$ cat src/rtl/lcd_stream_source_pkg.sv
// lcd_stream_source_pkg: shared types and helpers for the LCD pixel stream source.
// Revision 1.0
`default_nettype none

package lcd_stream_source_pkg;

    localparam int CNT_BITS = 8;

    typedef enum logic [1:0] {
        ST_DROP  = 2'd0,
        ST_ALIGN = 2'd1,
        ST_RUN   = 2'd2
    } state_t;

    // FIFO entry record for the default RGB565 pixel; the top builds the
    // same {sof, data} layout for its configured color width.
    localparam int RGB565_BITS = 16;
    typedef struct packed {
        logic                   sof;
        logic [RGB565_BITS-1:0] data;
    } entry_565_t;

    function automatic logic [CNT_BITS-1:0] sat_inc(input logic [CNT_BITS-1:0] v);
        return (v == {CNT_BITS{1'b1}}) ? v : v + CNT_BITS'(1);
    endfunction

endpackage

`default_nettype wire

$ cat src/rtl/lcd_stream_fifo.sv
// lcd_stream_fifo: synchronous first-word-fall-through FIFO, power-of-two depth.
// Revision 1.0
`default_nettype none

module lcd_stream_fifo #(
    parameter int WIDTH = 17,
    parameter int DEPTH = 16
) (
    input  logic             clk_spi,
    input  logic             reset,
    input  logic             push,
    input  logic [WIDTH-1:0] wdata,
    input  logic             pop,
    output logic [WIDTH-1:0] head,
    output logic             full,
    output logic             empty
);

    localparam int AW = $clog2(DEPTH);

    logic [WIDTH-1:0] mem [DEPTH];
    logic [AW-1:0]    wr_ptr;
    logic [AW-1:0]    rd_ptr;
    logic [AW:0]      count;
    logic             do_push;
    logic             do_pop;

    assign full    = (count == (AW+1)'(DEPTH));
    assign empty   = (count == '0);
    assign do_push = push && !full;
    assign do_pop  = pop && !empty;
    assign head    = mem[rd_ptr];

    // Storage carries no reset; occupancy alone decides what is valid.
    always_ff @(posedge clk_spi) begin
        if (do_push) begin
            mem[wr_ptr] <= wdata;
        end
    end

    always_ff @(posedge clk_spi) begin
        if (reset) begin
            wr_ptr <= '0;
            rd_ptr <= '0;
            count  <= '0;
        end else begin
            if (do_push) begin
                wr_ptr <= wr_ptr + AW'(1);
            end
            if (do_pop) begin
                rd_ptr <= rd_ptr + AW'(1);
            end
            case ({do_push, do_pop})
                2'b10:   count <= count + (AW+1)'(1);
                2'b01:   count <= count - (AW+1)'(1);
                default: count <= count;
            endcase
        end
    end

endmodule

`default_nettype wire

$ cat src/rtl/lcd_stream_source.sv
// lcd_stream_source: aligns an upstream pixel stream to the SPI display's x/y scan.
// Revision 1.0
`default_nettype none

module lcd_stream_source
    import lcd_stream_source_pkg::*;
#(
    parameter int                      C_COLOR_BITS = 16,
    parameter int                      C_X_SIZE     = 240,
    parameter int                      C_Y_SIZE     = 240,
    parameter int                      C_X_BITS     = $clog2(C_X_SIZE),
    parameter int                      C_Y_BITS     = $clog2(C_Y_SIZE),
    parameter int                      C_FIFO_DEPTH = 16,
    parameter logic [C_COLOR_BITS-1:0] C_FILL       = '0
) (
    input  logic                    clk_spi,
    input  logic                    reset,
    input  logic                    s_valid,
    output logic                    s_ready,
    input  logic [C_COLOR_BITS-1:0] s_data,
    input  logic                    s_sof,
    input  logic [C_X_BITS-1:0]     x,
    input  logic [C_Y_BITS-1:0]     y,
    input  logic                    next_pixel,
    output logic [C_COLOR_BITS-1:0] color,
    output logic                    aligned,
    output logic [CNT_BITS-1:0]     underrun_cnt,
    output logic [CNT_BITS-1:0]     resync_cnt
);

    typedef struct packed {
        logic                    sof;
        logic [C_COLOR_BITS-1:0] data;
    } entry_t;

    state_t state;
    entry_t wdata;
    entry_t head;
    logic   full;
    logic   empty;
    logic   pop;
    logic   prime;
    logic   check_pending;
    logic   at_origin;
    logic   origin_event;
    logic   check_ok;

    assign wdata        = '{sof: s_sof, data: s_data};
    assign s_ready      = !full;
    assign aligned      = (state == ST_RUN);
    assign at_origin    = (x == '0) && (y == '0);
    // Before the first next_pixel the display core is still initialising.
    assign origin_event = at_origin && (next_pixel || prime);
    assign check_ok     = (head.sof == at_origin);

    lcd_stream_fifo #(
        .WIDTH ($bits(entry_t)),
        .DEPTH (C_FIFO_DEPTH)
    ) u_fifo (
        .clk_spi (clk_spi),
        .reset   (reset),
        .push    (s_valid),
        .wdata   (wdata),
        .pop     (pop),
        .head    (head),
        .full    (full),
        .empty   (empty)
    );

    // A failing check wins over a coincident next_pixel: no pop on resync.
    always_comb begin
        pop = 1'b0;
        case (state)
            ST_DROP: pop = !empty && !head.sof;
            ST_RUN:  pop = next_pixel && !empty && !(check_pending && !check_ok);
            default: pop = 1'b0;
        endcase
    end

    always_ff @(posedge clk_spi) begin
        if (reset) begin
            state         <= ST_DROP;
            prime         <= 1'b1;
            check_pending <= 1'b0;
            color         <= C_FILL;
            underrun_cnt  <= '0;
            resync_cnt    <= '0;
        end else begin
            if (next_pixel) begin
                prime <= 1'b0;
            end
            color <= (state == ST_RUN && !empty && !check_pending) ? head.data : C_FILL;

            case (state)
                ST_DROP: begin
                    if (!empty && head.sof) begin
                        state <= ST_ALIGN;
                    end
                end
                ST_ALIGN: begin
                    if (origin_event) begin
                        state         <= ST_RUN;
                        check_pending <= 1'b0;
                    end
                end
                ST_RUN: begin
                    if (check_pending && !empty && !check_ok) begin
                        resync_cnt    <= sat_inc(resync_cnt);
                        state         <= ST_DROP;
                        check_pending <= 1'b0;
                    end else if (next_pixel && empty) begin
                        underrun_cnt  <= sat_inc(underrun_cnt);
                        resync_cnt    <= sat_inc(resync_cnt);
                        state         <= ST_DROP;
                        check_pending <= 1'b0;
                    end else if (next_pixel) begin
                        check_pending <= 1'b1;
                    end else if (check_pending && !empty) begin
                        check_pending <= 1'b0;
                    end
                end
                default: begin
                    state <= ST_DROP;
                end
            endcase
        end
    end

endmodule

`default_nettype wire

$ cat config.mk
export PLATFORM = sky130hd
export DESIGN_NAME = lcd_stream_source
export DESIGN_NICKNAME = d
export VERILOG_FILES = /design/src/rtl/lcd_stream_source_pkg.sv /design/src/rtl/lcd_stream_fifo.sv /design/src/rtl/lcd_stream_source.sv
export SDC_FILE = /design/constraint.sdc
export NUM_CORES = 1
export LEC_CHECK = 0
export ABC_AREA = 0
export CAP_MARGIN = 10
export CORE_AREA = 2 2 155 157
export CTS_CLUSTER_DIAMETER = 80
export DETAILED_ROUTE_END_ITERATION = 10
export DIE_AREA = 0 0 157 159
export PLACE_DENSITY = 0.77
export SYNTH_ARGS = -nofsm -noshare
export SYNTH_HDL_FRONTEND = slang
export SYNTH_SLANG_ARGS = --single-unit
$ cat constraint.sdc
create_clock -name clk_spi -period 4.1 [get_ports clk_spi]
set_input_delay 1.025 -clock clk_spi [delete_from_list [all_inputs] [get_ports clk_spi]]
set_output_delay 1.025 -clock clk_spi [all_outputs]
set_load 0.01 [all_outputs]
After elaboration in Yosys (flattened, before gate mapping)
Memories as Yosys holds them, arrays and structs flattened. A register that Yosys moved wholly into a read port is not among the register bits.
Cells that the tools add are included.
Storage, ports and cells
  bits in registers: 49
  memory bits (writable): 272
  input bits: 37
  output and inout port bits: 34
  logic and storage cells: 84
  memories kept: 1
Operators by class
  add/subtract/negate cells: 6
  eq/ne operators: 12
  muxes and demuxes: 20
  bitwise gates (word level): 3
  reduce and logical (&&, ||, !) cells: 33
Memories
  u_fifo.mem: words 16, width 17, rd ports 1, clocked after Yosys merged registers in 1, wr ports 1, line lcd_stream_fifo.sv:21  | logic [WIDTH-1:0] mem [DEPTH];
Operator list (count)
  8-bit two-way mux: 3
  8-bit by 1-bit adder with 8-bit output (second input constant): 2
  8-bit == test (second input constant): 2
  8-bit logical NOT: 2
  1-bit logical AND: 14
  5-bit case mux with 2 select lines: 1
  4-bit by 1-bit adder with 4-bit output (second input constant): 2
  2-bit two-way mux: 4
  4-bit two-way mux: 2
  1-bit two-way mux: 7
  1-bit logical NOT: 6
  2-bit case mux with 3 select lines: 1
  3-bit AND reduction: 2
  2-bit nonzero test: 3
  5-bit by 1-bit adder with 5-bit output (second input constant): 1
  5-bit == test (second input constant): 1
  5-bit logical NOT: 1
  5-bit by 2-bit != test with 1-bit output (second input constant): 1
  5-bit by 1-bit subtractor with 5-bit output (second input constant): 1
  2-bit by 1-bit == test with 1-bit output (second input constant): 2
  2-bit == test (second input constant): 2
  2-bit != test (second input constant): 2
  1-bit case mux with 2 select lines: 2
  4-bit AND reduction: 1
  7 further kinds: 9

Longest topological paths before layout
  word-level depth: 11
  mapped depth: 17
  depth with buffers taken out: 16

Hierarchy
From an unflattened synthesis, not the netlist that was laid out.
Second synthesis, totals
  cell total of the unflattened synthesis: 698
  area total of the unflattened synthesis: 12694.7 um^2
By module, submodules not included
  lcd_stream_fifo: times used 1, cells each 544, area an instance 11209.5 um^2, sequential area each 8508.2 um^2
  lcd_stream_source: times used 1, cells each 154, area an instance 1485.2 um^2, sequential area each 720.7 um^2

Worst setup path before layout
OpenSTA, ideal clock, no wires.
  kind: input to register
  start point: input port x[2]
  end point: register u_fifo.count[4]
  library setup time: 0.128 ns
  arrival: 3.614 ns
  required time: 3.972 ns
  slack: 0.358 ns
  stages: 14
  path buffers: 1
  path through: nor4_1 nand4_1 a221o_1 a21oi_2 inv_2 ha_1 clkbuf_1 xor2_1 ha_1 a21oi_1 a32oi_1 a21oi_1 xnor2_1 nor2_1
On the way
  cells in the longest elaborated chain, start to end: 11
  elaborated cells on any way between the ends: 13
  those cells by class: eq/ne (3); mux (2); reduce/logical (8)
RTL lines
  start, declared: line lcd_stream_source.sv:22  | input logic [C_X_BITS-1:0] x,
  8-bit logical NOT *: line lcd_stream_source.sv:51  | assign at_origin = (x == '0) && (y == '0);
  1-bit logical AND *: line lcd_stream_source.sv:51
  1-bit == test *: line lcd_stream_source.sv:54  | assign check_ok = (head.sof == at_origin);
  1-bit logical NOT *: line lcd_stream_source.sv:75  | ST_RUN: pop = next_pixel && !empty && !(check_pending && !check_ok);
  1-bit logical AND *: line lcd_stream_source.sv:75
  1-bit logical NOT *: line lcd_stream_source.sv:75
  1-bit logical AND *: line lcd_stream_source.sv:75
  1-bit case mux with 2 select lines *: line lcd_stream_source.sv:73  | case (state)
  1-bit logical AND *: line lcd_stream_fifo.sv:31  | assign do_pop = pop && !empty;
  2-bit by 1-bit == test with 1-bit output or 2-bit == test (tied branches): line lcd_stream_fifo.sv:53  | case ({do_push, do_pop})
  5-bit case mux with 2 select lines or 2-bit nonzero test (tied branches)
  end signal, assigned: line lcd_stream_fifo.sv:54  | 2'b10: count <= count + (AW+1)'(1);
  end signal, assigned: line lcd_stream_fifo.sv:55  | 2'b01: count <= count - (AW+1)'(1);
  end signal, assigned: line lcd_stream_fifo.sv:56  | default: count <= count;
  end, declared: line lcd_stream_fifo.sv:24  | logic [AW:0] count;
Every way passes the cells marked *; elsewhere a longest branch is shown, timed or not.
A chain may end at the register's enable or synchronous reset.

==> results.tsv <==
stage	metric	value	unit
outcome	status	complete, no violations	
min_path	holdPathStages	1	
floorplanning	ios	71	
logic_synthesis	synth.net_count	702	
clock_tree	cts_sinks	325	
setup_path	cp_cell_sequence	mux4_2, mux4_2, a221o_1, a21oi_2, inv_2, ha_1, xor2_1, ha_1, a21oi_1, a32oi_1, a21oi_1, xnor2_1, nor2_1	
pwr	p_total	7.86	mW
logic_synthesis	avgSynthCellArea	19.4	um2
route	antenna_left	0	
timing	finalSetupViolCount	0	
route	viasPerCell	5.84	
timing	relSlewSlack	39.4	%
clock_tree	clk_latency	550	ps
pwr	powerDensity	529	nW/um2
setup_path	start_kind	register	
setup_path	critPathMaxStageDelay	550	ps
clock_tree	cts_tree	done	
clock_tree	clkTransAtPathRegs	60	ps
timing	finalCriticalPeriod	3570	ps
logic_synthesis	ys_seq_area_share	73.1	%
finish	n_antenna_cell	0	
setup_path	crit_fanout	7	
logic_synthesis	async_flop_share	0	%
placed_design	place_congestion	0.778	
logic_synthesis	synth_top_area_share	64.7	%
pwr	ir_drop	0.000459	V
logic_synthesis	ys_seq_elements	325	
job	cap_violations	0	
clock_tree	cts_buffers	31	
logic_synthesis	yosysUniqueCellTypes	44	
route	routed_wl	25.6	mm
floorplanning	dieWidth	157	um
setup_path	r2r_end	u_fifo.count[4]$_SDFFE_PP0P_	
global_routing	grt_overflow_total	0	
route	via_count	6458	
floorplanning	coreArea	23200	um2
clock_tree	cts_hold_buffers	0	
floorplanning	core.rowCount	56	
route	first_pass_iters	4	
logic_synthesis	synth_commonest_cells	edfxtp_1, mux4_2, dfxtp_1	
global_routing	grt_start_max_net_pins	41	
timing	fin_crit_sh	87.1	%
finish	fillCellCount	1556	
logic_synthesis	yosys_most_used_dff	edfxtp_1	
global_routing	antenna_found_initial	0	
finish	drive_above_1_share	22.4	%
logic_synthesis	synth-edff-count	272	
setup_path	worst-endpoint-required	4540	ps
setup_path	end_kind	register	
logic_synthesis	synth.area.top_cells	edfxtp_1, mux4_2, dfxtp_1, ha_1, nor2_1	
logic_synthesis	ys_warn_count	0	
min_path	hp-class	reg2reg	
min_path	hold_end	prime$_SDFFE_PP1P_	
finish	final_net_count	811	
timing	finClkSkew	9.53	ps
clock_tree	root_buffer	clkbuf_16	
placed_design	hpwl	14.8	mm
logic_synthesis	synth_top_cell_by_area	edfxtp_1	
logic_synthesis	yosysMostFrequentCell	edfxtp_1	
placed_design	pre_cts_ws	42.1	ps
setup_path	reg2reg_slack	530	ps
global_routing	grt_pass1_wl	39.6	mm
timing	rsz0062_at_grt	false	
clock_tree	clk_path_buf_depth	3	
finish	areaGrowthSynthToFinish	17.7	%
timing	max_clock_freq	0.280	GHz
timing	tightestPinTransition	902	ps
clock_tree	cts_resized	0	
route	drt-initial-drc-count	418	
floorplanning	start_util	54.4	%
clock_tree	cts_setup_buffers	0	
route	avgRoutedWirePerCell	23.2	um
pwr	leakage	4.74	nW
placed_design	numPortBuffers	70	
global_routing	grtUsageTotal	21.1	%
setup_path	crit_type	reg2reg	
logic_synthesis	mappedNetlistArea	12600	um2
setup_path	slowest_stage	mux4_2	
route	drc	0	
setup_path	crit_arrival	4010	ps
logic_synthesis	synth_cells	652	
floorplanning	die_area	25000	um2
global_routing	grt_pass1_vias	6755	
timing	setup_tns	0	ps
setup_path	reg2reg_depth	13	
clock_tree	h-tree-depth	1	
min_path	min_from	prime$_SDFFE_PP1P_	
floorplanning	die_y	159	um
timing	worst_slack	527	ps
timing	slew_viol_final	0	
timing	hold_viol	0	
[cells by family after synthesis]
| group | after synthesis | synth area share [%] |
|---|---|---|
| and+or+nand+nor | 119 | 4.82 |
| adders and majority gates | 13 | 1.29 |
| xor gates and xnor gates | 18 | 1.31 |
| DFF | 325 | 73.1 |
| muxes | 91 | 15.6 |
| buffers and inverters | 44 | 1.51 |
| AOI/OAI and AO/OA | 42 | 2.29 |
[worst max-delay path by stage]
stage | to | slack (ps) | cells past startpoint
3_3_place_gp | u_fifo.count[4]$_SDFFE_PP0P_ | 240 | 14
6_report | u_fifo.count[4]$_SDFFE_PP0P_ | 530 | 13
5_1_grt | u_fifo.count[4]$_SDFFE_PP0P_ | 300 | 14
4_1_cts | u_fifo.count[4]$_SDFFE_PP0P_ | 500 | 13
3_5_place_dp | u_fifo.count[4]$_SDFFE_PP0P_ | 40 | 14
2_1_floorplan | u_fifo.count[4]$_SDFFE_PP0P_ | 360 | 14
[final cells by class]
class	instances	area, um2	share of cell area (%)
well taps	319	399	2.69
clock buffers	45	848	5.71
multi-input cells	283	3220	21.7
inverters	13	48.8	0.329
repair buffers	107	978	6.59
clock inverters	13	119	0.801
flip-flops and latches	325	9230	62.2
[routing by layer]
layer / global-route usage (%) / part of all wire, %
met5: 0 / 0
met3: 3.43 / 5.6
met2: 35.6 / 51
met4: 6.30 / 2.5
met1: 28.5 / 41
[power by group]
group,leakage (nW),switching [mW],internal [mW]
Clock,0.458,1.15,1.56
Sequential,2.89,0.0759,3.71
Combinational,1.39,0.673,0.693
Total,4.74,1.90,5.95
[worst max-delay path, delay by kind of cell, from the launching register on]
family	cells	cell delay, ps
fa+ha+maj	2	420
xor+xnor	2	290
compound gates	5	1110
flops	1	460
simple gates	1	50
mux	2	1090
buf+inv	1	60
[through the flow]
stage          area, um2  util, %  instances  hold WS [ps]
3_5_place_dp       13900     59.8       1047           445
6_report           14800     64.0       1105           458
2_1_floorplan      12600        -        652           427
3_3_place_gp       13900     59.8       1047           438
5_1_grt            14800     64.0       1105           495
4_1_cts            14800     64.0       1105           459
[sequential cells by signal (all words and copies together), names as in the netlist, named ones only]
name	flops
check_pending	1
color	16
prime	1
resync_cnt	8
state	2
u_fifo.count	5
u_fifo.mem	272
u_fifo.rd_ptr	4
u_fifo.wr_ptr	4
underrun_cnt	8
[placed cells by master (no fill, tap or decap), types with 2 or more instances in the layout]
cell type | synthesis | layout
edfxtp_1 | 272 | 272
mux4_2 | 85 | 85
clkdlybuf4s50_1 | 0 | 70
dfxtp_1 | 53 | 51
nor2_1 | 40 | 40
buf_4 | 1 | 37
clkbuf_16 | 0 | 31
nor2b_1 | 17 | 17
a21oi_1 | 15 | 15
nand2_1 | 14 | 14
ha_1 | 13 | 13
xor2_1 | 12 | 12
clkbuf_1 | 14 | 12
inv_1 | 11 | 11
nand4_1 | 8 | 8
nand2b_1 | 6 | 6
mux2i_1 | 6 | 6
o31ai_1 | 6 | 6
or4_1 | 6 | 6
nor4_1 | 5 | 5
and3_1 | 5 | 5
xnor2_1 | 5 | 5
nand3_1 | 5 | 5
o21ai_1 | 4 | 4
nor3_2 | 0 | 4
or3_1 | 4 | 4
clkinv_1 | 0 | 4
a21o_1 | 3 | 3
o21ai_0 | 3 | 3
inv_2 | 2 | 2
and2_1 | 2 | 2
o21a_1 | 2 | 2
clkinvlp_4 | 0 | 2
clkbuf_8 | 0 | 2
clkinv_2 | 0 | 2
bufinv_16 | 0 | 2
clkinvlp_2 | 0 | 2
Power figures use the tool's default switching activity.
